## src/rtl/pattern_sig_engine_pkg.sv

```systemverilog
// Shared types and helpers for the pattern/signature engine: run states,
// default polynomials and the Galois step used by both the LFSR and the MISR.
package pse_pkg;

  typedef enum logic [1:0] {IDLE, RUN, DONE} state_e;

  localparam logic [31:0] LFSR_POLY_DEF = 32'h8020_0003;
  localparam logic [31:0] LFSR_SEED_DEF = 32'h0000_0001;
  localparam logic [15:0] MISR_POLY_DEF = 16'hB400;

  // Wide enough for any stimulus or signature width; callers zero-extend in
  // and truncate out, which is exact for a right-shifting Galois register.
  localparam int GW = 64;

  function automatic logic [GW-1:0] galois_step(input logic [GW-1:0] value,
                                                input logic [GW-1:0] poly);
    return (value >> 1) ^ (value[0] ? poly : '0);
  endfunction

endpackage

```

## src/rtl/sig_misr.sv

```systemverilog
// Multiple-input signature register: compacts one response word per enabled
// cycle into a Galois-form signature. Clear has priority over enable.
module sig_misr
  import pse_pkg::*;
#(
  parameter int                 SIG_W     = 16,
  parameter int                 OUT_W     = 7,
  parameter logic [SIG_W-1:0]   MISR_POLY = MISR_POLY_DEF
) (
  input  logic             clk,
  input  logic             rst,
  input  logic             clr,
  input  logic             en,
  input  logic [OUT_W-1:0] din,
  output logic [SIG_W-1:0] sig
);

  logic [SIG_W-1:0] din_ext;
  logic [SIG_W-1:0] sig_shift;

  assign din_ext   = SIG_W'(din);
  assign sig_shift = SIG_W'(galois_step(GW'(sig), GW'(MISR_POLY)));

  always_ff @(posedge clk) begin
    if (rst || clr) sig <= '0;
    else if (en)    sig <= sig_shift ^ din_ext;
  end

endmodule

```

## src/rtl/pattern_sig_engine.sv

```systemverilog
// LFSR stimulus generator plus MISR response compactor wrapped around a
// combinational circuit under test; runs NUM_PAT patterns per start.
module pattern_sig_engine
  import pse_pkg::*;
#(
  parameter int                IN_W      = 32,
  parameter int                OUT_W     = 7,
  parameter int                SIG_W     = 16,
  parameter int                NUM_PAT   = 1024,
  parameter logic [IN_W-1:0]   LFSR_POLY = LFSR_POLY_DEF,
  parameter logic [IN_W-1:0]   LFSR_SEED = LFSR_SEED_DEF,
  parameter logic [SIG_W-1:0]  MISR_POLY = MISR_POLY_DEF
) (
  input  logic             clk,
  input  logic             rst,
  input  logic             start,
  input  logic [SIG_W-1:0] golden,
  output logic [IN_W-1:0]  pi_vec,
  input  logic [OUT_W-1:0] po_vec,
  output logic             busy,
  output logic             done,
  output logic [SIG_W-1:0] signature,
  output logic             pass
);

  localparam int              CNT_W = $clog2(NUM_PAT + 1);
  // An all-zero LFSR would lock up, so a zero seed is promoted to 1.
  localparam logic [IN_W-1:0] SEED  = (LFSR_SEED == '0) ? IN_W'(1) : LFSR_SEED;
  localparam logic [CNT_W-1:0] LAST = CNT_W'(NUM_PAT - 1);

  state_e           state_q, state_d;
  logic [CNT_W-1:0] cnt_q;
  logic             clr;
  logic             en;
  logic [IN_W-1:0]  pi_next;

  assign pi_next = IN_W'(galois_step(GW'(pi_vec), GW'(LFSR_POLY)));

  always_comb begin
    state_d = state_q;
    clr     = 1'b0;
    en      = 1'b0;
    case (state_q)
      IDLE: if (start) begin state_d = RUN; clr = 1'b1; end
      RUN: begin
        en = 1'b1;
        if (cnt_q == LAST) state_d = DONE;
      end
      DONE: if (start) begin state_d = RUN; clr = 1'b1; end
      default: state_d = IDLE;
    endcase
  end

  always_ff @(posedge clk) begin
    if (rst) begin
      state_q <= IDLE;
      pi_vec  <= SEED;
      cnt_q   <= '0;
    end else begin
      state_q <= state_d;
      if (clr) begin
        pi_vec <= SEED;
        cnt_q  <= '0;
      end else if (en) begin
        pi_vec <= pi_next;
        cnt_q  <= cnt_q + 1'b1;
      end
    end
  end

  sig_misr #(
    .SIG_W     (SIG_W),
    .OUT_W     (OUT_W),
    .MISR_POLY (MISR_POLY)
  ) u_misr (
    .clk (clk),
    .rst (rst),
    .clr (clr),
    .en  (en),
    .din (po_vec),
    .sig (signature)
  );

  assign busy = (state_q == RUN);
  assign done = (state_q == DONE);
  assign pass = done && (signature == golden);

endmodule

```

## config.mk

```make
export PLATFORM = sky130hd
export DESIGN_NAME = pattern_sig_engine
export DESIGN_NICKNAME = d
export VERILOG_FILES = /design/src/rtl/pattern_sig_engine_pkg.sv /design/src/rtl/sig_misr.sv /design/src/rtl/pattern_sig_engine.sv
export SDC_FILE = /design/constraint.sdc
export NUM_CORES = 1
export LEC_CHECK = 0
export CAP_MARGIN = 0
export CORE_MARGIN = 1.5
export CORE_UTILIZATION = 48
export CTS_BUF_LIST = sky130_fd_sc_hd__clkbuf_8 sky130_fd_sc_hd__clkbuf_16
export DETAILED_ROUTE_END_ITERATION = 8
export PLACE_DENSITY = 0.82
export REMOVE_ABC_BUFFERS = 1
export SETUP_SLACK_MARGIN = 0.1
export SYNTH_ARGS = -nofsm -noshare
export SYNTH_HDL_FRONTEND = slang
export SYNTH_SLANG_ARGS = --single-unit
```

## constraint.sdc

```tcl
create_clock -name clk -period 2.26 [get_ports clk]
set_clock_uncertainty 0.15 [all_clocks]
set_input_delay 0.678 -clock clk [delete_from_list [all_inputs] [get_ports clk]]
set_output_delay 0.678 -clock clk [all_outputs]
set_load 0.005 [all_outputs]
```

==> flow_metrics.env <==
export IMPL_place_congestion=0.778
export IMPL_synth_area_top_cells="dfxtp_1 42%, buf_4 12%, nand2_1 9.9%"
export IMPL_layout_min_cycle_time_ns=2.46
export IMPL_dieArea_um2=6550
export IMPL_setup_viol=1
export IMPL_grt_pass1_wl_mm=9.73
export IMPL_grt_pass1_vias=2121
export IMPL_wl_per_cell_um=12.7
export IMPL_wl_mm=6.00
export IMPL_ios=77
export IMPL_cts_buffer_depth=2
export IMPL_path_class="in -> out"
export IMPL_grt_start_max_net_pins=65
export IMPL_power_density_nw_per_um2=601
export IMPL_dr_pass1_iters=4
export IMPL_synth_fa_ha_area_share_pct=0.429
export IMPL_nets=418
export IMPL_grt_usage_pct=19.4
export IMPL_vias=2302
export IMPL_mappedNetlistArea_um2=2920
export IMPL_core_area_um2=5890
export IMPL_num_antenna_cells=0
export IMPL_critPathArrivalTime_ns=1.63
export IMPL_h_tree_depth=3
export IMPL_total_power_w=0.00222
export IMPL_clk_insertion_delay_late_ns=0.33
export IMPL_max_freq_ghz=0.407
export IMPL_grt_overflow_total=0
export IMPL_hold_viol_final=0
export IMPL_synth_top_cell_by_area="dfxtp_1"
export IMPL_leakage_nw=1.41
export IMPL_finalCritPeriodShare_pct=109
export IMPL_rows=28
export IMPL_stdcell_area_um2=3700
export IMPL_syn_inst=342
export IMPL_yosysWarnings=0
export IMPL_seq_area_frac_synth_pct=41.9
export IMPL_synth_compound_area_share_pct=11.8
export IMPL_failed_checks="negative setup slack"
export IMPL_hold_class="reg -> reg"
export IMPL_synth_top_family_by_area="simple AND/OR/NAND/NOR gates"
export IMPL_layout_setup_ws_ns=-0.196
export IMPL_synth_area_per_cell_um2=8.52
export IMPL_synth_edf_count=0
export IMPL_synthSimpleGateAreaFrac_pct=19.3
export IMPL_drc=0
export IMPL_worstPathMaxFanout=1
export IMPL_place_hpwl_mm=4.06
export IMPL_ys_types=35
export IMPL_rsz0062_at_grt="yes"
export IMPL_cts_clk_slew_worst_paths_ns=0.06
export IMPL_cts_tree="built"
export IMPL_crit_required_ns=1.43
export IMPL_cts_sinks=61
export IMPL_synthXorXnorAreaFrac_pct=11.1
export IMPL_maxCapViolations=0
export IMPL_place_area_um2=3510
export IMPL_slew_violations=0
export IMPL_die_w_um=80.9
export IMPL_portBuffers=76
export IMPL_synth_flop_cell="dfxtp_1"
export IMPL_die_h_um=80.9
export IMPL_slew_headroom_pct=58.9
export IMPL_n_fill_cell=508
export IMPL_cts_made_buffers=9
export IMPL_end_kind="output port"
export IMPL_start_util_pct=49.5
export IMPL_synthMuxAreaShare_pct=0
export IMPL_drive_gt1_share_pct=20.2
export IMPL_startpoint_type="input port"
export IMPL_vdd_ir_drop_max_uv=420
export IMPL_yosysTopAreaCellShare_pct=41.9
export IMPL_status="finished with violations"
export IMPL_synthToLayoutAreaGrowth_pct=26.9
export IMPL_antenna_left=0
export IMPL_synth_seq_cells=61
export IMPL_synthArstFlopShare_pct=0
export IMPL_root_buffer="clkbuf_8"
export IMPL_worst_pin_slew_ns=0.616
export IMPL_drt_iter0_markers=105
export IMPL_antenna_found_initial=0
export IMPL_via_per_inst=4.89
==> critical path: stages <==
cell and delay [ns]:
dlygate4sd2_1 0.24, xor2_1 0.14, nor3_2 0.17, nand4_1 0.12, nor3_1 0.15, buf_2 0.14
==> per-layer routing <==
layer	vias to the layer above	GRT usage (%)	share of wire (%)
met5	-	0	0
met4	0	9.66	1.8
met3	10	4.72	5.4
met2	51	31.9	48
met1	1068	23.4	45
li1	1173	-	-
==> stage by stage <==
step	setup WS (ns)	hold slack [ns]	cells	util (%)	TNS, ns
after floorplan	-0.202	0.311	281	-	-5.41
after global placement	-1.02	0.305	453	59.6	-1.02
after detailed placement	-1.03	0.308	453	59.6	-1.03
after CTS	-0.206	0.324	471	62.4	-0.206
after global routing	-0.297	0.338	471	62.9	-0.297
final	-0.196	0.317	471	62.9	-0.196
==> area by class of cell <==
type,instances,area [um^2],area share (%)
clock buffers,11,151,4.09
flip-flops and latches,61,1240,33.5
clock inverters,5,26.3,0.710
well taps,75,93.8,2.54
inverters,2,7.51,0.203
repair buffers,99,928,25.1
multi-input cells,218,1250,33.9
==> final timing paths <==
path,from,end,slack (ns),cells past startpoint
max,golden[2],pass,-0.20,6
min,pi_vec[30],pi_vec[29],0.32,2
max reg2reg,state_q[0],u_misr.sig[12],0.52,6
min reg2reg,pi_vec[30],pi_vec[29],0.32,2
==> repair_timing <==
item                                    in CTS  in global routing
hold buffers                                 0                  0
resized for setup                           56                 16
buffers inserted                             2                  0
endpoints found under the setup margin       7                 14
pin swaps                                   11                  1
==> synthesized netlist by cell type (all sizes together) (2+ instances only) <==
library cell	n
nand2	77
dfxtp	61
buf	56
a21oi	39
nor2	23
xor2	21
xnor2	16
a211oi	12
clkbuf	5
nor3	4
nor4	4
nand4	3
and3	2
inv	2
nand3	2
or3	2
==> cell families after synthesis <==
kind of cell             after synthesis
adder cells (fa/ha/maj)                1
buffers and inverters                 63
XOR/XNOR                              37
flip-flops                            61
AND/OR/NAND/NOR                      126
AO/OA/AOI/OAI                         54
==> state kept, by name, summed over array words and instances, names as in the netlist <==
| register | cells |
|---|---|
| state_q | 2 |
| pi_vec | 32 |
| u_misr.sig | 16 |
| cnt_q | 11 |
==> where the power goes <==
part	switching [W]	internal, W	total (W)
Combinational	0.000135	0.000125	0.000260
Sequential	0.0000149	0.00110	0.00111
Clock	0.000406	0.000448	0.000854
==> cell usage in the layout (no fill, tap or decap), drive strengths merged, types with 4 or more instances in the layout <==
cell type      instances
nor3                   4
clkbuf                12
dlygate4sd2            4
buf                   33
a21oi                 39
xnor2                 16
xor2                  21
clkdlybuf4s50         55
nor2                  23
nor4                   4
dfxtp                 61
nand2                 77
a211oi                12
Note: power is estimated with default switching activity, not from simulation.
